===== config.mk =====
export PLATFORM = sky130hd
export DESIGN_NAME = sync_fifo_ext
export DESIGN_NICKNAME = d
export VERILOG_FILES = /design/src/rtl/sync_fifo_ext.sv
export SDC_FILE = /design/constraint.sdc
export NUM_CORES = 1
export LEC_CHECK = 0
export ABC_AREA = 1
export BUFFER_PORTS_ARGS = -buffer_cell sky130_fd_sc_hd__buf_2
export CAP_MARGIN = 20
export CORE_ASPECT_RATIO = 0.9
export CORE_MARGIN = 5
export CORE_UTILIZATION = 62
export DETAILED_ROUTE_END_ITERATION = 6
export PLACE_DENSITY_LB_ADDON = 0.2
export SLEW_MARGIN = 40
export SYNTH_ARGS = -nofsm -noshare
export SYNTH_HDL_FRONTEND = slang
export SYNTH_SLANG_ARGS = --single-unit

===== constraint.sdc =====
create_clock -name clk_i -period 4.2 [get_ports clk_i]
set_clock_uncertainty 0.05 [all_clocks]
set_input_delay 0.63 -clock clk_i [delete_from_list [all_inputs] [get_ports clk_i]]
set_output_delay 0.63 -clock clk_i [all_outputs]
set_load 0.01 [all_outputs]

===== src/rtl/sync_fifo_ext.sv =====
// Single-clock FIFO with registered or fall-through read, occupancy count,
// almost-full/empty thresholds, synchronous flush and sticky error flags.
module sync_fifo_ext #(
  parameter int WIDTH         = 32,
  parameter int DEPTH         = 16,
  parameter int FWFT          = 0,
  parameter int AFULL_THRESH  = DEPTH - 2,
  parameter int AEMPTY_THRESH = 1
) (
  input  logic                     clk_i,
  input  logic                     rstn_i,
  input  logic                     flush_i,
  input  logic                     push_i,
  input  logic [WIDTH-1:0]         push_data_i,
  input  logic                     pop_i,
  output logic [WIDTH-1:0]         pop_data_o,
  output logic                     full_o,
  output logic                     empty_o,
  output logic                     almost_full_o,
  output logic                     almost_empty_o,
  output logic [$clog2(DEPTH):0]   count_o,
  output logic                     overflow_o,
  output logic                     underflow_o
);

  localparam int AW = $clog2(DEPTH);
  localparam int PW = AW + 1;
  localparam logic [PW-1:0] AF_T = PW'(AFULL_THRESH);
  localparam logic [PW-1:0] AE_T = PW'(AEMPTY_THRESH);

  logic [PW-1:0]    head_q, head_d, tail_q, tail_d, count_q, count_d;
  logic             ovf_q, ovf_d, unf_q, unf_d;
  logic             pop_acc, push_acc;
  logic [WIDTH-1:0] mem [DEPTH];

  // Wrap bit distinguishes full from empty so every entry is usable.
  assign empty_o  = (head_q == tail_q);
  assign full_o   = (head_q[AW] != tail_q[AW]) && (head_q[AW-1:0] == tail_q[AW-1:0]);
  assign pop_acc  = pop_i && !empty_o;
  assign push_acc = push_i && (!full_o || pop_acc);

  assign count_o        = count_q;
  assign almost_full_o  = (count_q >= AF_T);
  assign almost_empty_o = (count_q <= AE_T);
  assign overflow_o     = ovf_q;
  assign underflow_o    = unf_q;

  always_comb begin
    head_d  = head_q;
    tail_d  = tail_q;
    count_d = count_q;
    ovf_d   = ovf_q;
    unf_d   = unf_q;
    if (flush_i) begin
      head_d  = '0;
      tail_d  = '0;
      count_d = '0;
      ovf_d   = 1'b0;
      unf_d   = 1'b0;
    end else begin
      if (push_acc) tail_d = tail_q + PW'(1);
      if (pop_acc)  head_d = head_q + PW'(1);
      case ({push_acc, pop_acc})
        2'b10:   count_d = count_q + PW'(1);
        2'b01:   count_d = count_q - PW'(1);
        default: count_d = count_q;
      endcase
      if (push_i && !push_acc) ovf_d = 1'b1;
      if (pop_i && !pop_acc)   unf_d = 1'b1;
    end
  end

  always_ff @(posedge clk_i or negedge rstn_i) begin
    if (!rstn_i) begin
      head_q  <= '0;
      tail_q  <= '0;
      count_q <= '0;
      ovf_q   <= 1'b0;
      unf_q   <= 1'b0;
    end else begin
      head_q  <= head_d;
      tail_q  <= tail_d;
      count_q <= count_d;
      ovf_q   <= ovf_d;
      unf_q   <= unf_d;
    end
  end

  // Storage is deliberately left unreset.
  always_ff @(posedge clk_i) begin
    if (push_acc && !flush_i) mem[tail_q[AW-1:0]] <= push_data_i;
  end

  if (FWFT != 0) begin : g_fwft
    assign pop_data_o = mem[head_q[AW-1:0]];
  end else begin : g_reg
    logic [WIDTH-1:0] rdata_q;
    always_ff @(posedge clk_i or negedge rstn_i) begin
      if (!rstn_i)      rdata_q <= '0;
      else if (flush_i) rdata_q <= '0;
      else if (pop_acc) rdata_q <= mem[head_q[AW-1:0]];
    end
    assign pop_data_o = rdata_q;
  end

endmodule

==> results of run 1 <==
==> worst max-delay path by stage <==
| stage | cells after the start | start | slack (ps) | endpoint |
|---|---|---|---|---|
| global placement | 11 | head_q[1] | 1200 | mem[4][3] |
| CTS | 11 | head_q[1] | 1130 | mem[4][15] |
| global route | 11 | head_q[1] | 950 | mem[4][13] |
| detailed placement | 11 | head_q[1] | 1150 | mem[4][28] |
| floorplan | 7 | pop_i | 1000 | mem[0][0] |
| finish | 11 | head_q[1] | 1170 | mem[12][31] |
==> layout make-up <==
cell class	instances	area [µm²]	area share [%]
Sequential cell	561	16600	65.6
Multi-Input combinational cell	1086	5280	20.9
Clock buffer	73	1510	5.98
Timing Repair Buffer	112	821	3.24
Tap cell	476	596	2.35
Clock inverter	25	350	1.38
Inverter	33	131	0.519
Antenna cell	1	2.50	0.00989
==> synthesized netlist by cell type <==
library cell / instances / area, µm²
buf_6: 2 / 22.5
o21bai_1: 1 / 7.51
xor2_1: 9 / 78.8
nor4_1: 1 / 6.26
buf_4: 11 / 82.6
buf_1: 10 / 37.5
nor2_1: 349 / 1310
o31ai_1: 2 / 15.0
nand3_4: 1 / 17.5
nand2_4: 1 / 11.3
nor2_8: 1 / 20.0
a31oi_1: 1 / 6.26
nor2_2: 2 / 12.5
o22ai_1: 64 / 400
nor3_1: 1 / 5.00
inv_2: 7 / 26.3
buf_2: 27 / 135
nand4_1: 7 / 43.8
inv_1: 25 / 93.8
nand2_1: 229 / 860
edfxtp_1: 512 / 15400
clkinv_1: 1 / 3.75
nand2_2: 6 / 37.5
nand3_2: 3 / 30.0
dfrtp_1: 49 / 1230
a21oi_1: 4 / 20.0
nor3_2: 3 / 30.0
nand3_1: 51 / 255
o211ai_1: 64 / 480
ha_1: 9 / 113
o21ai_0: 241 / 1210
o21ai_1: 33 / 165
xnor2_1: 2 / 17.5
clkbuf_1: 63 / 236
nor2_4: 1 / 11.3
==> worst register-to-register path: stages (launching register included) <==
cell and delay [ps]:
dfrtp_4 930, nand2_1 140, nand2_1 110, nor2_2 50, nand2_1 70, nor2_2 50
nand2_2 110, nand2_4 90, nor2_8 150, nand2_2 160, nor2_4 500, buf_12 300
==> report_power, final <==
part	total (µW)	leakage (µW)	internal [µW]	switching, µW
logic	2910	0.00267	877	2030
clock network	5040	0.000916	3070	1970
registers	6410	0.00527	6240	164
==> routing by layer <==
| layer | routed length, µm | GRT usage, % |
|---|---|---|
| met5 | 0 | 0 |
| met4 | 1340 | 8.21 |
| met3 | 4900 | 4.29 |
| met2 | 24400 | 41.2 |
| met1 | 21700 | 38.2 |
==> kinds of logic (layout without fill, tap and decap cells) <==
| family | count (synthesis) | count (layout) | share of synthesized area, % |
|---|---|---|---|
| compound gates | 410 | 410 | 10.3 |
| xor+xnor | 11 | 11 | 0.430 |
| buf+inv | 146 | 243 | 2.85 |
| flops | 561 | 561 | 74.1 |
| fa+ha+maj | 9 | 9 | 0.503 |
| other cells | 0 | 1 | 0 |
| simple gates | 656 | 656 | 11.8 |
==> per-stage QoR <==
stage	hold WS, ps	power (µW)	area, µm²
3_5_place_dp	409	9390	23400
3_3_place_gp	407	9290	23400
2_1_floorplan	284	8540	22400
4_1_cts	334	14400	25300
6_report	353	14300	25300
5_1_grt	354	15000	25300
==> flip-flops by register name, summed over array words and instances, names as in the netlist <==
signal and count:
underflow_o 1, mem 512, overflow_o 1, count_o 5, head_q 5, pop_data_o 32, tail_q 5
==> flow_summary_export.csv, run 1 <==
group,metric,value,unit
sta,max_freq,330,MHz
die,io_pins,80,
setup_path,critPathArrivalTime,3250,ps
final_layout,num-fill-cells,2420,
synth,synth_warnings,0,
synth,syn_avg_cell_area,12.5,µm²
die,die_h,190,µm
die,fp.coreArea,35900,µm²
run,cap_violations,0,
sta,finalCriticalPeriod,3030,ps
setup_path,end_kind,"flip-flop",
clocking,ctsHoldBuffers,1,
sta,setup_slack,1170,ps
routing,routedWlPerCell,22.1,µm
pwr,irDropWorstVdd,0.000362,V
routing,dr_total_vias,14352,
clocking,clk_latency,570,ps
setup_path,critPathKind,"flip-flop to flip-flop",
final_layout,drive_gt1_share,12.4,%
hold_path,hold_path_class,"input pin to flip-flop",
clocking,clkTransAtPathRegs,60,ps
hold_path,holdPathEnd,"underflow_o",
final_layout,finalNetCount,1893,
clocking,post_cts_buffers,0,
sta,rsz0062_at_grt,"false",
sta,setup_viol,0,
setup_path,r2r_slack,1170,ps
clocking,cts_root_buf,"clkbuf_16",
synth,synthCells,1793,
global_routing,overflow,0,
hold_path,hold_path_depth,2,
die,start_util,62.4,%
setup_path,crit_required,4420,ps
routing,drt-total-wl,52.3,mm
pwr,cellLeakagePower,0.00886,µW
placed_design,dp_slack,1150,ps
global_routing,antenna_found_initial,1,
sta,setup-tns-final,0,ps
die,die_area,40000,µm²
setup_path,cp_slowest_stage_delay,930,ps
clocking,cts_tree,"yes",
die,die_x,210,µm
placed_design,hpwl,28.9,mm
sta,post-route-period-util,72.1,%
routing,dr.first_iter.drc_count,1809,
global_routing,grt_pass1_wl,80.6,mm
setup_path,r2r_start,"head_q[1]",
setup_path,critPathLaunchType,"flip-flop",
clocking,numCtsBuffers,53,
final_layout,area_growth,13.0,%
global_routing,grt_pass1_vias,14085,
setup_path,path_buf_inv,1,
placed_design,gp_congestion,0.827,
routing,dr.pass1.iters,6,
die,fp-row-count,66,
setup_path,cp_top_family,"simple AND/OR/NAND/NOR gates",
synth,syn-cell-area,22400,µm²
clocking,postCtsResizedCells,0,
routing,via_per_inst,6.06,
placed_design,numPortBuffers,79,
sta,worst_pin_slew,808,ps
routing,route.detailed.drc,0,
setup_path,slowest_stage,"dfrtp_4",
final_layout,layout_common_cells,"edfxtp_1 (512), nor2_1 (335), o21ai_0 (241)",
placed_design,dp.cells,2267,
clocking,cts.sinks,561,
final_layout,final_common_cell,"edfxtp_1",
synth,synthDistinctLibCells,35,
synth,seq_area_frac_synth,74.1,%
synth,ys_ff_latch,561,
routing,ant_nets,0,
setup_path,timing.rr.end,"mem[12][31]",
setup_path,path_max_fanout,74,
clocking,clk_path_buf_depth,3,
sta,final_max_slew_viol_count,0,
global_routing,grt_start_max_net_pins,135,
setup_path,worst_path_most_repeated_cell,"nand2_1",
setup_path,crit_chain,"nand2_1 -> nand2_1 -> nor2_2 -> nand2_1 -> nor2_2 -> nand2_2 -> nand2_4 -> nor2_8 -> nand2_2 -> nor2_4 -> buf_12",
status,outcome,"finished clean",
setup_path,r2r_cells,11,
final_layout,final_core_util,70.5,%
sta,relSlewSlack,45.8,%
sta,report.final.hold_viol_count,0,
synth,syn_nets,1839,
hold_path,min_from,"flush_i",
clocking,htreeDepth,2,
global_routing,grt.total_usage,26.1,%
final_layout,instances_no_fill,2367,
pwr,p_per_area,567,nW/µm²
Power figures use the tool's default switching activity.
==> run 2: changes to the inputs <==
==> constraint.sdc (replaced) <==
create_clock -name clk_i -period 3.1 [get_ports clk_i]
set_clock_uncertainty 0.05 [all_clocks]
set_input_delay 0.465 -clock clk_i [delete_from_list [all_inputs] [get_ports clk_i]]
set_output_delay 0.465 -clock clk_i [all_outputs]
set_load 0.01 [all_outputs]
==> run 2 against run 1 <==
Combinational power increased by 40%. Utilization decreased by 0.40 points. Maximum frequency increased by 20%. Global-route usage decreased by 0.096 points. Design area decreased by 0.57%. Register-to-register slack got worse by 600 ps. Total power increased by 32%. Critical path type unchanged.
==> flow_summary_export.csv, run 2 (synthesis gave the netlist of run 1 again) <==
group,metric,value,unit
status,outcome,"finished clean",
sta,rsz0062_at_grt,"false",
global_routing,grt_pass1_wl,80.7,mm
sta,setup_slack,565,ps
setup_path,crit_required,3570,ps
clocking,cts.sinks,561,
routing,dr.pass1.iters,6,
routing,dr_total_vias,14475,
clocking,clkTransAtPathRegs,70,ps
global_routing,grt.total_usage,26.0,%
clocking,cts_tree,"yes",
global_routing,grt_start_max_net_pins,135,
die,die_area,40000,µm²
clocking,numCtsBuffers,54,
die,die_h,190,µm
final_layout,num-fill-cells,2413,
placed_design,dp_slack,598,ps
clocking,htreeDepth,2,
sta,max_freq,395,MHz
final_layout,antenna_cells,0,
final_layout,final_common_cell,"edfxtp_1",
setup_path,path_max_fanout,131,
routing,ant_nets,0,
run,cap_violations,0,
sta,post-route-period-util,81.8,%
setup_path,end_kind,"flip-flop",
clocking,cts_root_buf,"clkbuf_16",
clocking,post_cts_buffers,0,
hold_path,holdPathEnd,"underflow_o",
setup_path,r2r_start,"head_q[0]",
final_layout,layout_common_cells,"edfxtp_1 (512), nor2_1 (335), o21ai_0 (241)",
die,die_x,210,µm
setup_path,critPathKind,"flip-flop to flip-flop",
routing,drt-total-wl,52.4,mm
clocking,clk_latency,570,ps
global_routing,antenna_found_initial,0,
sta,relSlewSlack,46.5,%
hold_path,min_from,"flush_i",
routing,route.detailed.drc,0,
hold_path,hold_path_class,"input pin to flip-flop",
final_layout,area_growth,12.3,%
final_layout,final_core_util,70.1,%
pwr,p_per_area,753,nW/µm²
global_routing,grt_pass1_vias,14099,
clocking,postCtsResizedCells,0,
placed_design,gp_congestion,0.826,
routing,via_per_inst,6.07,
sta,final_max_slew_viol_count,0,
setup_path,critPathLaunchType,"flip-flop",
die,io_pins,80,
routing,dr.first_iter.drc_count,1767,
sta,worst_pin_slew,801,ps
final_layout,drive_gt1_share,12.7,%
placed_design,hpwl,29.2,mm
placed_design,numPortBuffers,79,
setup_path,r2r_cells,10,
final_layout,largest_reg_flops,512,
sta,setup_viol,0,
clocking,clk_path_buf_depth,3,
die,fp.coreArea,35900,µm²
hold_path,hold_path_depth,2,
die,fp-row-count,66,
sta,report.final.hold_viol_count,0,
pwr,cellLeakagePower,0.00884,µW
routing,routedWlPerCell,22.0,µm
sta,finalCriticalPeriod,2530,ps
final_layout,finalNetCount,1907,
setup_path,critPathArrivalTime,3000,ps
setup_path,r2r_slack,570,ps
die,start_util,62.4,%
global_routing,overflow,0,
setup_path,timing.rr.end,"pop_data_o[2]",
pwr,irDropWorstVdd,0.000877,V
sta,setup-tns-final,0,ps
run 2: changes by cell type in the layout (fill, tap and decap cells not counted), moves of 2 or more:
cell       change
bufinv_16      -7
buf_4         +20
clkbuf_1      +14
buf_6          -2
clkinv_1       -5
buf_12         -5
run 2: area by class of cell:
class / count / area (µm²) / area share [%]
sequential: 561 / 16600 / 66.0
multi-input combinational: 1086 / 5280 / 21.0
clock buffer: 86 / 1540 / 6.13
timing repair buffer: 125 / 848 / 3.37
tap: 476 / 596 / 2.37
clock inverter: 16 / 154 / 0.612
inverter: 33 / 131 / 0.522
run 2: per-layer routing:
layer	vias up	share of wire (%)	global-route usage, %
met2	672	46	39.8
met3	100	9.3	4.94
li1	6593	-	-
met5	-	0	0
met1	7110	42	39.0
met4	0	2.6	7.68
run 2: per-stage QoR:
step                      instances  total power, µW  area, µm²  hold WS (ps)
after floorplan                1793            11600      22400           119
after global placement         2278            12600      23400           407
after detailed placement       2280            12800      23500           410
after CTS                      2383            19000      25200           167
after global routing           2383            19900      25200           178
final                          2383            18900      25200           187
run 2: how the worst max path moves through the flow:
stage | start | to | slack, ps | depth (start not counted)
floorplan | head_q[0] | mem[0][0] | -50 | 11
global placement | tail_q[0] | mem[8][8] | 690 | 12
detailed placement | head_q[0] | pop_data_o[8] | 600 | 10
CTS | head_q[0] | pop_data_o[8] | 590 | 10
global route | head_q[0] | pop_data_o[23] | 360 | 10
finish | head_q[0] | pop_data_o[2] | 570 | 10
run 2: report_power, final:
group	switching, µW	leakage, µW	internal, µW
Sequential	157	0.00527	8460
Combinational	2850	0.00274	1220
Clock	2680	0.000827	3580
run 2: critical path, stage by stage (launching register included):
cell and delay (ps):
dfrtp_4 460, buf_12 410, buf_16 400, nor2_1 120, nor2_1 110, o21ai_0 100
o211ai_1 110, nand3_1 250, nand3_1 150, nand2_1 50, nand2_1 80
run 2: timing repair:
action / CTS / global route
endpoints found under the hold margin: 38 / 0
setup endpoints to repair: 0 / 0
hold buffers: 1 / 0
==> run 3: changes to the inputs <==
==> constraint.sdc (replaced) <==
create_clock -name clk_i -period 2.5 [get_ports clk_i]
set_clock_uncertainty 0.05 [all_clocks]
set_input_delay 0.375 -clock clk_i [delete_from_list [all_inputs] [get_ports clk_i]]
set_output_delay 0.375 -clock clk_i [all_outputs]
set_load 0.01 [all_outputs]
==> run 3 against run 2 <==
Worst hold slack worse by 110 ps. Largest power group unchanged. Total power is 24% higher. Sequential power increased by 24%. Via count fell by 0.88%.
==> flow_summary_export.csv, run 3 (synthesis gave the netlist of run 1 again) <==
group,metric,value,unit
sta,report.final.hold_viol_count,0,
routing,top_layer_used,"met4",
final_layout,multi_input_area,5300,µm²
sta,post-route-period-util,91.9,%
sta,max_freq,435,MHz
clocking,cts.sinks,561,
global_routing,grt.total_usage,25.9,%
setup_path,cp_slowest_stage_delay,490,ps
global_routing,overflow,0,
final_layout,layout_common_cells,"edfxtp_1 (512), nor2_1 (335), o21ai_0 (241)",
placed_design,dpl-instance-area,23700,µm²
final_layout,largest_reg_flops,512,
setup_path,path_max_fanout,14,
global_routing,grt_pass1_vias,13870,
final_layout,drive_gt1_share,13.0,%
routing,via_per_inst,6.02,
setup_path,slowest_stage,"dfrtp_1",
final_layout,stdcell_area,25500,µm²
final_layout,final_common_cell,"edfxtp_1",
placed_design,gp_congestion,0.837,
clocking,clk_latency,600,ps
placed_design,hpwl,27.9,mm
setup_path,critPathKind,"flip-flop to flip-flop",
die,die_h,190,µm
final_layout,num-fill-cells,2431,
setup_path,crit_chain,"inv_2 -> nand2_1 -> nand2_1 -> nor2_2 -> nand3_4 -> nand2_2 -> nand2_1 -> inv_2 -> buf_4 -> nand2_1 -> nand2_1",
placed_design,dp_slack,237,ps
die,io_pins,80,
die,die_x,210,µm
die,fp.coreArea,35900,µm²
setup_path,crit_required,2980,ps
setup_path,critPathArrivalTime,2780,ps
sta,setup_viol,0,
sta,finalCriticalPeriod,2300,ps
global_routing,grt_pass1_wl,80.1,mm
routing,met2WireLength,24.4,mm
sta,setup_slack,201,ps
routing,dr_total_vias,14348,
pwr,irDropWorstVdd,0.000861,V
clocking,clk_path_buf_depth,3,
routing,wl_met3,4.57,mm
final_layout,finalNetCount,1911,
die,die_area,40000,µm²
clocking,htreeDepth,2,
clocking,cts_tree,"yes",
setup_path,end_kind,"flip-flop",
global_routing,antenna_found_initial,0,
die,start_util,62.4,%
setup_path,critPathLaunchType,"flip-flop",
sta,relSlewSlack,42.2,%
pwr,cellLeakagePower,0.00892,µW
setup_path,r2r_cells,11,
run,cap_violations,0,
placed_design,numPortBuffers,79,
sta,rsz0062_at_grt,"false",
status,outcome,"finished clean",
global_routing,grt_start_max_net_pins,209,
die,fp-row-count,66,
final_layout,antenna_cells,0,
pwr,p_total,23500,µW
sta,final_max_slew_viol_count,0,
routing,drt-total-wl,52.1,mm
final_layout,ff_latch_area,16600,µm²
sta,setup-tns-final,0,ps
pwr,p_per_area,922,nW/µm²
hold_path,hold_path_class,"input pin to flip-flop",
clocking,post_cts_buffers,0,
routing,ant_nets,0,
final_layout,area_growth,13.7,%
clocking,clkTransAtPathRegs,60,ps
routing,route.detailed.drc,0,
clocking,cts_root_buf,"clkbuf_16",
routing,routedWlPerCell,21.9,µm
sta,worst_pin_slew,867,ps
routing,dr.first_iter.drc_count,1516,
setup_path,worst_path_most_repeated_cell,"nand2_1",
routing,met1_length,22.0,mm
clocking,numCtsBuffers,53,
routing,dr.pass1.iters,6,
hold_path,hold_path_depth,2,
[run 3: changes by cell type in the layout (fill, tap and decap cells not counted), sizes merged]
cell	previous run	this run
buf	124	128
bufinv	2	1
clkbuf	86	81
clkinv	14	17
inv	32	33
[run 3: metrics by stage]
stage               instances  util (%)  hold WS (ps)
global route             2385      70.9          82.7
floorplan                1793         -          29.4
detailed placement       2283      66.0           321
CTS                      2383      70.8          56.1
finish                   2385      70.9          80.6
global placement         2281      65.9           296
[run 3: final cells by class]
class | count | share of cell area, %
sequential | 561 | 65.2
multi-input combinational | 1086 | 20.8
clock buffer | 80 | 6.20
timing repair buffer | 130 | 4.45
tap | 476 | 2.34
inverter | 33 | 0.526
clock inverter | 19 | 0.452
[run 3: worst max-delay path, delay by kind of cell (launching register included)]
family,cells,cell delay (ps)
AND/OR/NAND/NOR,8,970
buffers and inverters,3,720
flip-flops,1,490
[run 3: what timing repair did]
action / 4_1_cts / 5_1_grt
hold endpoints to repair: 13 / 0
gates resized for setup: 0 / 0
endpoints found under the setup margin: 0 / 3
hold buffers: 1 / 0
[run 3: final timing paths]
kind / slack, ps / start / endpoint
setup / recovery: 200 / tail_q[2] / pop_data_o[21]
hold / removal: 80 / flush_i / overflow_o
setup reg to reg: 200 / tail_q[2] / pop_data_o[21]
hold reg to reg: 420 / pop_data_o[24] / pop_data_o[24]
max in group asynchronous: 1500 / rstn_i / head_q[0]
min in group asynchronous: 250 / rstn_i / pop_data_o[3]
[run 3: metal layers]
layer | GRT usage, % | up-vias
li1 | - | 6599
met1 | 38.1 | 7027
met2 | 40.3 | 629
met3 | 4.51 | 93
met4 | 8.33 | 0
met5 | 0 | -
[run 3: where the power goes]
part           internal [µW]  switching (µW)  total [µW]
Combinational           1570            3470        5030
Clock                   4440            3320        7770
Sequential             10500             186       10700
